[config.mk]
export PLATFORM = sky130hd
export DESIGN_NAME = pipeline_hazard_controller
export DESIGN_NICKNAME = d
export VERILOG_FILES = /design/src/rtl/pipeline_hazard_controller.sv
export SDC_FILE = /design/constraint.sdc
export NUM_CORES = 1
export LEC_CHECK = 0
export CAP_MARGIN = 40
export CORE_ASPECT_RATIO = 2
export CORE_MARGIN = 10
export CORE_UTILIZATION = 40
export CTS_CLUSTER_DIAMETER = 30
export DETAILED_ROUTE_END_ITERATION = 10
export GPL_ROUTABILITY_DRIVEN = 0
export PLACE_DENSITY = 0.65
export SLEW_MARGIN = 20
export SYNTH_ARGS = -nofsm -noshare
export SYNTH_HDL_FRONTEND = slang
export SYNTH_SLANG_ARGS = --single-unit
[constraint.sdc]
create_clock -name Clk -period 1.96 [get_ports Clk]
set_input_delay 0.294 -clock Clk [delete_from_list [all_inputs] [get_ports Clk]]
set_output_delay 0.294 -clock Clk [all_outputs]
set_load 0.01 [all_outputs]
[src/rtl/pipeline_hazard_controller.sv]
// Hazard/sequencing controller beside the ID stage: scoreboard of in-flight writes,
// forwarding selects, load-use and HI/LO stalls, and the mult/div occupancy counter.
module pipeline_hazard_controller #(
  parameter int MD_LATENCY = 4
) (
  input  logic        Clk,
  input  logic        Reset,
  input  logic [4:0]  ID_RS,
  input  logic [4:0]  ID_RT,
  input  logic        ID_USES_RS,
  input  logic        ID_USES_RT,
  input  logic [4:0]  ID_DEST,
  input  logic        ID_RF_ENABLE,
  input  logic        ID_LOAD_INSTR,
  input  logic        ID_MD_START,
  input  logic        ID_HILO_READ,
  output logic        PC_LE,
  output logic        IF_ID_LE,
  output logic        ID_EX_NOP,
  output logic [1:0]  FWD_A_SEL,
  output logic [1:0]  FWD_B_SEL,
  output logic        MD_BUSY,
  output logic [15:0] STALL_COUNT
);

  localparam logic [3:0] MD_CNT_INIT = 4'(MD_LATENCY);

  typedef struct packed {
    logic [4:0] dest;
    logic       rfen;
    logic       load;
  } sb_entry_t;

  typedef enum logic {MD_IDLE, MD_RUN} md_state_t;

  sb_entry_t ex_p0, mem_p1, wb_p2;
  md_state_t md_state, md_state_next;
  logic [3:0] md_cnt, md_cnt_next;

  logic ex_rs_hit, ex_rt_hit, mem_rs_hit, mem_rt_hit, wb_rs_hit, wb_rt_hit;
  logic load_use, hilo_hazard, stall;
  logic [1:0] fwd_a, fwd_b;

  function automatic logic hit(sb_entry_t e, logic [4:0] src, logic uses);
    return e.rfen && (e.dest != 5'd0) && (e.dest == src) && uses;
  endfunction

  function automatic logic [1:0] fwd_sel(logic h_ex, logic h_mem, logic h_wb);
    if (h_ex)       return 2'b01;
    else if (h_mem) return 2'b10;
    else if (h_wb)  return 2'b11;
    else            return 2'b00;
  endfunction

  function automatic logic [15:0] sat_inc(logic [15:0] v);
    return (v == 16'hFFFF) ? v : v + 16'd1;
  endfunction

  // Stage ID: hazard detection against the scoreboard
  always_comb begin
    ex_rs_hit  = hit(ex_p0,  ID_RS, ID_USES_RS);
    ex_rt_hit  = hit(ex_p0,  ID_RT, ID_USES_RT);
    mem_rs_hit = hit(mem_p1, ID_RS, ID_USES_RS);
    mem_rt_hit = hit(mem_p1, ID_RT, ID_USES_RT);
    wb_rs_hit  = hit(wb_p2,  ID_RS, ID_USES_RS);
    wb_rt_hit  = hit(wb_p2,  ID_RT, ID_USES_RT);
    fwd_a       = fwd_sel(ex_rs_hit, mem_rs_hit, wb_rs_hit);
    fwd_b       = fwd_sel(ex_rt_hit, mem_rt_hit, wb_rt_hit);
    load_use    = ex_p0.load && (ex_rs_hit || ex_rt_hit);
    hilo_hazard = (md_state == MD_RUN) && (ID_HILO_READ || ID_MD_START);
    stall       = load_use || hilo_hazard;
  end

  // Reset low holds the pipeline frozen with a bubble regardless of state
  assign PC_LE     = Reset && !stall;
  assign IF_ID_LE  = Reset && !stall;
  assign ID_EX_NOP = !Reset || stall;
  assign FWD_A_SEL = Reset ? fwd_a : 2'b00;
  assign FWD_B_SEL = Reset ? fwd_b : 2'b00;
  assign MD_BUSY   = (md_state == MD_RUN);

  always_comb begin
    md_state_next = md_state;
    md_cnt_next   = md_cnt;
    case (md_state)
      MD_IDLE: begin
        if (ID_MD_START && !stall) begin
          md_state_next = MD_RUN;
          md_cnt_next   = MD_CNT_INIT;
        end
      end
      MD_RUN: begin
        md_cnt_next = md_cnt - 4'd1;
        if (md_cnt == 4'd1) md_state_next = MD_IDLE;
      end
      default: md_state_next = MD_IDLE;
    endcase
  end

  // Stage EX/MEM/WB: scoreboard shift, bubble enters EX on stall
  always_ff @(posedge Clk or negedge Reset) begin
    if (!Reset) begin
      ex_p0  <= '0;
      mem_p1 <= '0;
      wb_p2  <= '0;
    end else begin
      wb_p2  <= mem_p1;
      mem_p1 <= ex_p0;
      ex_p0  <= stall ? '0 : {ID_DEST, ID_RF_ENABLE, ID_LOAD_INSTR};
    end
  end

  always_ff @(posedge Clk or negedge Reset) begin
    if (!Reset) begin
      md_state    <= MD_IDLE;
      md_cnt      <= 4'd0;
      STALL_COUNT <= 16'd0;
    end else begin
      md_state <= md_state_next;
      md_cnt   <= md_cnt_next;
      if (stall) STALL_COUNT <= sat_inc(STALL_COUNT);
    end
  end

endmodule

==> flow_summary.json, run 1 <==
{
  "status": "finished with violations",
  "violations": "setup timing",
  "core_sq_um": 5180,
  "placed_cells": 342,
  "drive_gt1_share_pct": 37.5,
  "period_needed_ns": 2.38,
  "drc": 0,
  "syn_inst": 199,
  "port_buffers": 46,
  "syn_to_final_growth_pct": 56.4,
  "ys_types": 41,
  "irDropWorstVdd_mv": 0.853,
  "start_util_pct": 41.8,
  "wl_per_cell_um": 17.2,
  "slew_headroom_pct": 71.9,
  "p_leak_nw": 1.51,
  "p_clk_share_pct": 21.3,
  "maxCapViolations": 0,
  "seqCellArea_sq_um": 1000,
  "syn-num-nets": 225,
  "cts.sinks": 40,
  "die_area_sq_um": 8940,
  "first_global_vias": 2137,
  "final_core_util_pct": 65.4,
  "rsz0062_at_grt": "true",
  "skew_ns": 0.00565,
  "critPathRequiredTime_ns": 1.67,
  "synth-seq-cells": 40,
  "vias": 1878,
  "hold_slack_ns": 0.108,
  "synth_area_per_cell_sq_um": 10.9,
  "fill_cells": 428,
  "worst_pin_slew_ns": 0.421,
  "critical_path_arrival_ns": 2.08,
  "layout.cells.non_filler": 359,
  "cts_buffers": 5,
  "power.switching_mw": 1.21,
  "pwr-share-seq_pct": 35.3,
  "clock_latency_ns": 0.29,
  "antenna_left": 0,
  "critPathKind": "reg -> out",
  "dr.pass1.iters": 4,
  "cts_tree": "built",
  "p_int_mw": 2.42,
  "dp_hpwl_mm": 4.75,
  "die_x_um": 72.0,
  "via_per_inst": 5.23,
  "cts_root_buf": "clkbuf_8",
  "cts.htree.levels": 2,
  "drv_slew": 0,
  "fin_crit_sh_pct": 121,
  "grt_usage_pct": 14.0,
  "r2r_end": "STALL_COUNT[12]",
  "cp-endpoint": "IF_ID_LE",
  "timing.rr.start": "ex_p0[5]",
  "hp-class": "in -> async",
  "antenna_found_initial": 0,
  "crit_fanout": 4,
  "grt-ovfl-total": 0,
  "ctsHoldBuffers": 0,
  "yosys_warnings": 0,
  "crit_path_end_kind": "output port",
  "rows": 37,
  "ys_seq_area_share_pct": 46.2,
  "num_antenna_cells": 0,
  "cts_buffer_depth": 2,
  "setup_slack_ns": -0.417,
  "tns_ns": -9.94,
  "hold_violations": 0,
  "syn_area_sq_um": 2170,
  "p_per_area_nw_per_um2": 1070,
  "crit_path_start": "ex_p0[5]",
  "setup_violations": 35,
  "io_pins": 47,
  "switching_share_pct": 33.4,
  "p_comb_share_pct": 43.4,
  "r2r_slack_ns": -0.40,
  "grt_pass1_wl_mm": 9.98,
  "ff2ff_path_depth": 9,
  "layout.nets": 327,
  "timing.fmax_mhz": 421,
  "multi_input_area_sq_um": 1260,
  "first_iter_violations": 39,
  "crit_path_start_kind": "register",
  "routed_wl_mm": 6.17,
  "path_clk_slew_ns": 0.08,
  "die_h_um": 124,
  "grt_start_max_net_pins": 26
}
==> final cells by class <==
class | instances | share of cell area [%]
sequential | 40 | 29.6
multi-input combinational | 146 | 37.3
inverter | 7 | 0.849
clock buffer | 5 | 2.03
timing repair buffer | 101 | 26.3
clock inverter | 2 | 1.77
tap | 58 | 2.14
==> synth_stat cells <==
master / number / share of area (%)
o22ai_1: 2 / 0.58
dfrtp_1: 40 / 46
ha_1: 3 / 1.7
nor4_1: 3 / 0.87
or3_1: 1 / 0.29
nor4_2: 1 / 0.58
buf_6: 1 / 0.52
o21a_1: 1 / 0.35
and2_1: 2 / 0.58
mux2_2: 3 / 1.6
o21ai_1: 1 / 0.23
and3b_1: 1 / 0.40
a2bb2oi_1: 1 / 0.40
o221a_2: 1 / 0.52
xor2_1: 27 / 11
a211oi_1: 3 / 1.0
a21oi_1: 5 / 1.2
o32a_1: 1 / 0.46
nor2_1: 7 / 1.2
buf_2: 1 / 0.23
or4_1: 3 / 1.0
and3_1: 8 / 2.3
a2111oi_2: 2 / 1.4
clkbuf_1: 2 / 0.35
a211o_1: 1 / 0.40
xnor2_1: 16 / 6.5
or2_2: 2 / 0.58
a2111oi_4: 1 / 1.3
buf_4: 1 / 0.35
o21ai_0: 6 / 1.4
nand3_1: 13 / 3.0
nand4_1: 5 / 1.4
nand2_1: 11 / 1.9
buf_1: 1 / 0.17
nor2b_1: 1 / 0.29
inv_1: 7 / 1.2
and4_1: 2 / 0.81
nor3_1: 3 / 0.69
nand2b_1: 1 / 0.29
a211o_4: 1 / 0.81
a211oi_2: 7 / 4.0
==> worst min-delay path by stage <==
stage	end	slack, ns	depth (start not counted)
floorplan	MD_BUSY	-0.002	0
global placement	wb_p2[1]	0.37	0
detailed placement	wb_p2[1]	0.37	0
CTS	mem_p1[1]	0.1	2
global route	mem_p1[2]	0.11	2
finish	mem_p1[1]	0.11	2
==> layout by cell type, fill, tap and decap left out, drive strengths merged, types with 2 or more instances in the layout <==
cell,synthesis,routed
mux2,3,3
clkbuf,2,5
dfrtp,40,40
a2111oi,3,3
buf,4,63
inv,7,7
ha,3,3
bufinv,0,2
nand4,5,5
or2,2,2
and4,2,2
nand2,11,11
nand3,13,13
and2,2,2
nor4,4,4
a211oi,10,10
o21ai,7,7
and3,8,8
a211o,2,2
o22ai,2,2
clkdlybuf4s50,0,38
xor2,27,27
nor3,3,3
xnor2,16,16
or4,3,3
nor2,7,7
a21oi,5,5
==> power by group through the flow <==
stage	sequential, mW	clock (mW)	combinational, mW
global route	1.32	0.819	1.73
detailed placement	1.29	0	1.38
CTS	1.28	0.794	1.48
floorplan	1.32	0	0.638
finish	1.28	0.775	1.58
global placement	1.28	0	1.36
==> flip-flops by register name (all words and copies together) (netlist names) <==
register,cells
STALL_COUNT,16
MD_BUSY,1
mem_p1,6
wb_p2,6
ex_p0,7
md_cnt,4
==> kinds of logic after synthesis <==
| logic type | count (synthesis) | synth area share [%] |
|---|---|---|
| AND/OR/NAND/NOR | 64 | 16.3 |
| XOR/XNOR | 43 | 17.4 |
| flip-flops | 40 | 46.2 |
| AO/OA/AOI/OAI | 33 | 14.0 |
| buffers and inverters | 13 | 2.83 |
| multiplexers | 3 | 1.56 |
| adder cells (fa/ha/maj) | 3 | 1.73 |
==> per-layer routing <==
metal,up-vias,wire (um),global-route usage [%]
met4,0,156,7.06
met2,42,3620,28.3
met1,913,2170,12.3
li1,911,-,-
met5,-,0,0
met3,12,231,2.87
==> what timing repair did <==
item                                    CTS  global route
buffers inserted                          7             5
hold endpoints to repair                  0             0
pin swaps                                14            12
gates resized for setup                  47            23
endpoints found under the setup margin   35            35
==> worst max-delay path, cell delays in order (launching register included) <==
cell and delay, ns:
dfrtp_2 0.44, buf_6 0.12, xor2_1 0.15, nor4_2 0.22, nand3_1 0.12, buf_4 0.16, a211o_4 0.34, nand3_4 0.08
inv_4 0.04, buf_6 0.11
==> per-stage QoR <==
stage	cell area, sq um	setup WS, ns	power (mW)
after floorplan	2210	-0.0927	1.96
after global placement	3030	-0.744	2.65
after detailed placement	3030	-0.727	2.67
after CTS	3260	-0.471	3.56
after global routing	3390	-0.524	3.86
final	3390	-0.417	3.64
No activity file was read; power rests on OpenSTA's default activity.
==> run 2, diff against run 1 <==
Settings changed: ABC_AREA set to 1, CORE_UTILIZATION 40 to 47, GPL_TIMING_DRIVEN set to 0, PLACE_DENSITY 0.65 to 0.73.
==> run 2 against run 1 <==
The run still ends with setup timing left. Sequential share of layout area up 1.7 points. Wire length up 4.9%. Clock-buffer cell count up 2. Critical path type is now in -> out.
==> flow_summary.json, run 2 <==
{
  "status": "finished with violations",
  "violations": "setup timing",
  "first_iter_violations": 122,
  "synth_area_leaders": "dfrtp_1 41%, nand2_1 11%, nand3_1 6.8%",
  "setup_slack_ns": -0.0387,
  "grt_pass1_wl_mm": 10.4,
  "drc": 0,
  "synth_most_common_cell": "nand2_1",
  "syn_area_sq_um": 2440,
  "fin_crit_sh_pct": 102,
  "num_antenna_cells": 0,
  "mostFrequentLayoutCells": "73 x nand2_1, 36 x dfrtp_1, 32 x nand3_1",
  "design_area_sq_um": 3210,
  "synth_commonest_cells": "74 x nand2_1, 40 x dfrtp_1, 35 x inv_1",
  "critical_path_arrival_ns": 1.70,
  "tns_ns": -0.0615,
  "hold_violations": 0,
  "cts_buffer_depth": 2,
  "slew_headroom_pct": 64.9,
  "path_clk_slew_ns": 0.07,
  "p_int_mw": 1.87,
  "wl_per_cell_um": 14.9,
  "async_flop_share_pct": 100,
  "skew_ns": 0.0128,
  "irDropWorstVdd_mv": 0.612,
  "core_sq_um": 5090,
  "dr.pass1.iters": 4,
  "crit_path_start_kind": "primary input",
  "drive_gt1_share_pct": 24.5,
  "synth_edf_count": 0,
  "ys_types": 32,
  "antenna_left": 0,
  "setup_violations": 3,
  "synthFlopType": "dfrtp_1",
  "crit_fanout": 3,
  "first_global_vias": 2245,
  "synth_area_per_cell_sq_um": 7.86,
  "grt_usage_pct": 14.9,
  "via_per_inst": 5.02,
  "grt_start_max_net_pins": 32,
  "synth_top_cell_by_area": "dfrtp_1",
  "grt-ovfl-total": 0,
  "die_h_um": 122,
  "top_register": "STALL_COUNT",
  "ys_seq_area_share_pct": 41.1,
  "place_ws_ns": -0.774,
  "reg_top3": "STALL_COUNT x16, ex_p0 x7",
  "maxCapViolations": 0,
  "timing.fmax_mhz": 500,
  "rsz0062_at_grt": "true",
  "layout.nets": 401,
  "cts_tree": "built",
  "mostFrequentLayoutCell": "nand2_1",
  "cts_buffers": 5,
  "hold_slack_ns": 0.378,
  "crit_path_end_kind": "output port",
  "final_core_util_pct": 63.0,
  "synth_top_area_share_pct": 41.1,
  "syn_inst": 310,
  "period_needed_ns": 2.00,
  "antenna_found_initial": 0,
  "die_x_um": 70.9,
  "hp-class": "reg -> reg",
  "worst_pin_slew_ns": 0.525,
  "yosys_warnings": 0,
  "critPathRequiredTime_ns": 1.67,
  "pwr-share-seq_pct": 41.5,
  "port_buffers": 46,
  "p_comb_share_pct": 39.4,
  "p_clk_share_pct": 19.0,
  "cts_root_buf": "clkbuf_8",
  "post_dp_cell_area_sq_um": 2980,
  "switching_share_pct": 38.1,
  "die_area_sq_um": 8640,
  "synth-seq-cells": 40,
  "cts.sinks": 40,
  "critPathKind": "in -> out",
  "io_pins": 47,
  "routed_wl_mm": 6.47,
  "power.switching_mw": 1.15,
  "drv_slew": 0,
  "clock_latency_ns": 0.30,
  "vias": 2178,
  "largest_reg_flops": 16,
  "rows": 37,
  "p_leak_nw": 1.55,
  "cts.htree.levels": 2,
  "dp_hpwl_mm": 4.94,
  "p_per_area_nw_per_um2": 938,
  "syn_to_final_growth_pct": 31.7,
  "start_util_pct": 47.8,
  "syn-num-nets": 336
}
run 2: cell count changes in the layout (fill, tap and decap cells not counted), moves of 9 or more:
cell and delta:
nand2_1 +62, buf_4 -40, nor2_1 +23, inv_1 +22, nand2_2 +20, nand3_1 +20, xor2_1 -18, clkdlybuf4s50_1 -11
dlygate4sd2_1 +11, a211oi_2 -10, inv_2 +9
run 2: through the flow:
| step | cells | power, mW |
|---|---|---|
| after floorplan | 310 | 1.92 |
| after global placement | 414 | 2.33 |
| after detailed placement | 415 | 2.36 |
| after CTS | 431 | 2.97 |
| after global routing | 434 | 3.24 |
| final | 434 | 3.01 |
run 2: power by group through the flow:
stage / clock network [mW] / registers [mW] / logic (mW)
final: 0.573 / 1.25 / 1.19
after global routing: 0.619 / 1.28 / 1.34
after CTS: 0.596 / 1.24 / 1.14
after detailed placement: 0 / 1.26 / 1.10
after global placement: 0 / 1.25 / 1.08
after floorplan: 0 / 1.23 / 0.693
run 2: per-layer routing:
layer / track usage (%) / routed length (um) / vias to the layer above
met1: 13.3 / 2230 / 1012
met2: 29.4 / 3810 / 46
met5: 0 / 0 / -
met3: 3.42 / 299 / 12
met4: 7.42 / 135 / 0
li1: - / - / 1108
run 2: cell families after synthesis:
group,Yosys count,share of synthesized area [%]
XOR/XNOR,23,8.27
AO/OA/AOI/OAI,23,5.50
adder cells (fa/ha/maj),3,1.54
AND/OR/NAND/NOR,179,35.9
flip-flops,40,41.1
buffers and inverters,42,7.76
run 2: path summary, 6_finish.rpt:
path	slack, ns	cells after the start	startpoint	endpoint
worst max register to register	0.20	7	STALL_COUNT[0]	STALL_COUNT[6]
min in group asynchronous	0.47	3	Reset	md_cnt[2]
max in group asynchronous	0.53	3	Reset	STALL_COUNT[3]
worst max-delay path	-0.04	12	ID_USES_RT	PC_LE
worst min register to register	0.38	0	mem_p1[1]	wb_p2[1]
worst min-delay path	0.38	0	mem_p1[1]	wb_p2[1]
run 2: final cells by class:
class | instances | area [sq um]
clock buffers | 7 | 86.3
multi-input cells | 228 | 1320
repair buffers | 58 | 528
clock inverters | 1 | 7.51
plain buffers | 5 | 53.8
well taps | 58 | 72.6
flip-flops and latches | 40 | 1010
inverters | 37 | 139
fillers | 456 | 1880
run 2: critical path, stage by stage:
cell and delay [ns]:
clkdlybuf4s50_1 0.48, inv_1 0.06, a21oi_1 0.11, nand2_1 0.07
nor2_2 0.10, nand3_2 0.09, nand2_2 0.10, nand2_4 0.07
nand2_8 0.07, nor2_4 0.04, buf_6 0.11, buf_6 0.11
run 2: repair_timing:
item                                    4_1_cts  5_1_grt
resized for setup                            53       23
setup buffers                                 6        3
endpoints found under the hold margin        11        0
endpoints found under the setup margin        7        8
hold buffers                                  2        0
pin swaps                                    13       17
==> run 3, diff against run 2 <==
Settings changed: ABC_AREA 1 to not set, CORE_UTILIZATION 47 to 46, TNS_END_PERCENT set to 5.
==> run 3 against run 2 <==
The run still ends with setup timing left. Sequential power up 6%. Design area down 6.3%. Sequential share of layout area up 2.0 points. Total power up 2.3%. First-iteration DRC count down 45%. Wire length down 14%. Global-route usage up 0.073 points. Clock power down 0.9%. Combinational power about the same.
==> flow_summary.json, run 3 (synthesized netlist as in run 1, its figures left out) <==
{
  "status": "finished with violations",
  "violations": "setup timing",
  "core_sq_um": 4600,
  "dr.pass1.iters": 4,
  "layout.nets": 293,
  "dp_hpwl_mm": 4.14,
  "largest_reg_flops": 16,
  "final_core_util_pct": 65.4,
  "dr_wl_met3_um": 273,
  "top_register": "STALL_COUNT",
  "p_per_area_nw_per_um2": 1020,
  "cts_tree": "built",
  "cts_buffers": 5,
  "cts.sinks": 40,
  "p_int_mw": 1.96,
  "post_dp_cell_area_sq_um": 2760,
  "seqCellArea_sq_um": 1000,
  "maxCapViolations": 0,
  "cts_root_buf": "clkbuf_8",
  "placed_cells": 301,
  "drive_gt1_share_pct": 24.6,
  "wl_met1_mm": 1.79,
  "critPathKind": "reg -> out",
  "crit_path_start_kind": "register",
  "wl_met2_mm": 3.30,
  "antenna_found_initial": 0,
  "hp-class": "in -> async",
  "cts.htree.levels": 2,
  "die_x_um": 68.5,
  "crit_fanout": 2,
  "first_global_vias": 1923,
  "routed_wl_mm": 5.54,
  "num_antenna_cells": 0,
  "timing.rr.start": "ex_p0[3]",
  "critPathRequiredTime_ns": 1.67,
  "rows": 35,
  "mostFrequentLayoutCells": "39 x dfrtp_1, 33 x clkdlybuf4s50_1, 27 x xor2_1",
  "power.switching_mw": 1.13,
  "p_clk_share_pct": 18.4,
  "grt-ovfl-total": 0,
  "start_util_pct": 47.1,
  "cts_buffer_depth": 2,
  "switching_share_pct": 36.5,
  "first_iter_violations": 67,
  "drv_slew": 0,
  "slew_headroom_pct": 53.2,
  "die_h_um": 117,
  "irDropWorstVdd_mv": 0.899,
  "io_pins": 47,
  "via_per_inst": 5.46,
  "grt_usage_pct": 14.9,
  "syn_to_final_growth_pct": 38.7,
  "setup_slack_ns": -0.574,
  "skew_ns": 0.00488,
  "crit_path_end_kind": "output port",
  "highest_layer": "met4",
  "port_buffers": 46,
  "drc": 0,
  "fill_cells": 385,
  "clock_latency_ns": 0.29,
  "hold_slack_ns": 0.0218,
  "wl_per_cell_um": 17.2,
  "design_area_sq_um": 3010,
  "die_area_sq_um": 8020,
  "hold_violations": 0,
  "grt_start_max_net_pins": 27,
  "fin_crit_sh_pct": 129,
  "timing.fmax_mhz": 395,
  "total_power_mw": 3.08,
  "pwr-share-seq_pct": 43.2,
  "path_clk_slew_ns": 0.08,
  "p_comb_share_pct": 38.3,
  "p_leak_nw": 1.31,
  "mostFrequentLayoutCell": "dfrtp_1",
  "crit_path_start": "ex_p0[3]",
  "rsz0062_at_grt": "true",
  "worst_pin_slew_ns": 0.702,
  "vias": 1764,
  "multi_input_area_sq_um": 1180,
  "antenna_left": 0,
  "reg_top3": "STALL_COUNT x16, ex_p0 x7",
  "grt_pass1_wl_mm": 9.06,
  "critical_path_arrival_ns": 2.24,
  "setup_violations": 35,
  "layout.cells.non_filler": 323,
  "period_needed_ns": 2.53
}
[run 3: cell count changes in the layout (fill, tap and decap cells not counted), sizes merged, moves of 8 or more]
cell | previous run | this run
nand2 | 96 | 11
inv | 37 | 7
nor2 | 35 | 7
nand3 | 37 | 13
xor2 | 9 | 27
a211oi | 0 | 10
and3 | 0 | 8
[run 3: timing repair]
| action | 4_1_cts | 5_1_grt |
|---|---|---|
| pin swaps | 17 | 6 |
| hold endpoints to repair | 18 | 0 |
| setup endpoints to repair | 35 | 35 |
| gates resized for setup | 41 | 15 |
| buffers inserted | 12 | 1 |
| hold buffers | 1 | 0 |
[run 3: worst max-delay path, cell delays in order, from the launching register on]
cell     delay, ns
dfrtp_1       0.40
xor2_1        0.18
nor4_2        0.37
nand3_1       0.20
a211o_4       0.37
buf_8         0.13
nand3_4       0.06
inv_4         0.03
buf_6         0.10
buf_6         0.11
[run 3: worst paths after layout]
| check | endpoint | slack (ns) | cells past startpoint |
|---|---|---|---|
| max in group asynchronous | STALL_COUNT[4] | 1.12 | 3 |
| min in group Clk | wb_p2[1] | 0.42 | 0 |
| worst max-delay path | PC_LE | -0.57 | 9 |
| worst min register to register | wb_p2[1] | 0.42 | 0 |
| worst min-delay path | mem_p1[6] | 0.02 | 2 |
| worst max register to register | STALL_COUNT[1] | -0.44 | 7 |
[run 3: stage by stage]
stage               worst slack [ns]  setup TNS (ns)
finish                        -0.574          -11.81
global route                  -0.625          -13.94
CTS                           -0.561          -11.14
detailed placement             -1.20          -24.63
global placement               -1.56          -52.50
floorplan                    -0.0927          -0.216
[run 3: per-layer routing]
metal  vias up  GRT usage [%]
li1        851              -
met2        50           29.3
met1       854           12.7
met3         9           3.34
met4         0           8.10
met5         -              0
[run 3: final cells by class]
cell class                 count  area share [%]
timing repair buffer          61            19.4
tap                           55            2.29
clock buffer                   6            2.75
buffer                         6            1.66
clock inverter                 2           0.333
sequential                    40            33.3
multi-input combinational    146            39.2
inverter                       7           0.957
[run 3: power groups by stage]
stage / clock [mW] / sequential [mW] / combinational, mW
after global placement: 0 / 1.33 / 1.08
after global routing: 0.616 / 1.37 / 1.32
final: 0.568 / 1.33 / 1.18
after CTS: 0.578 / 1.33 / 1.15
after detailed placement: 0 / 1.34 / 1.11
after floorplan: 0 / 1.32 / 0.637
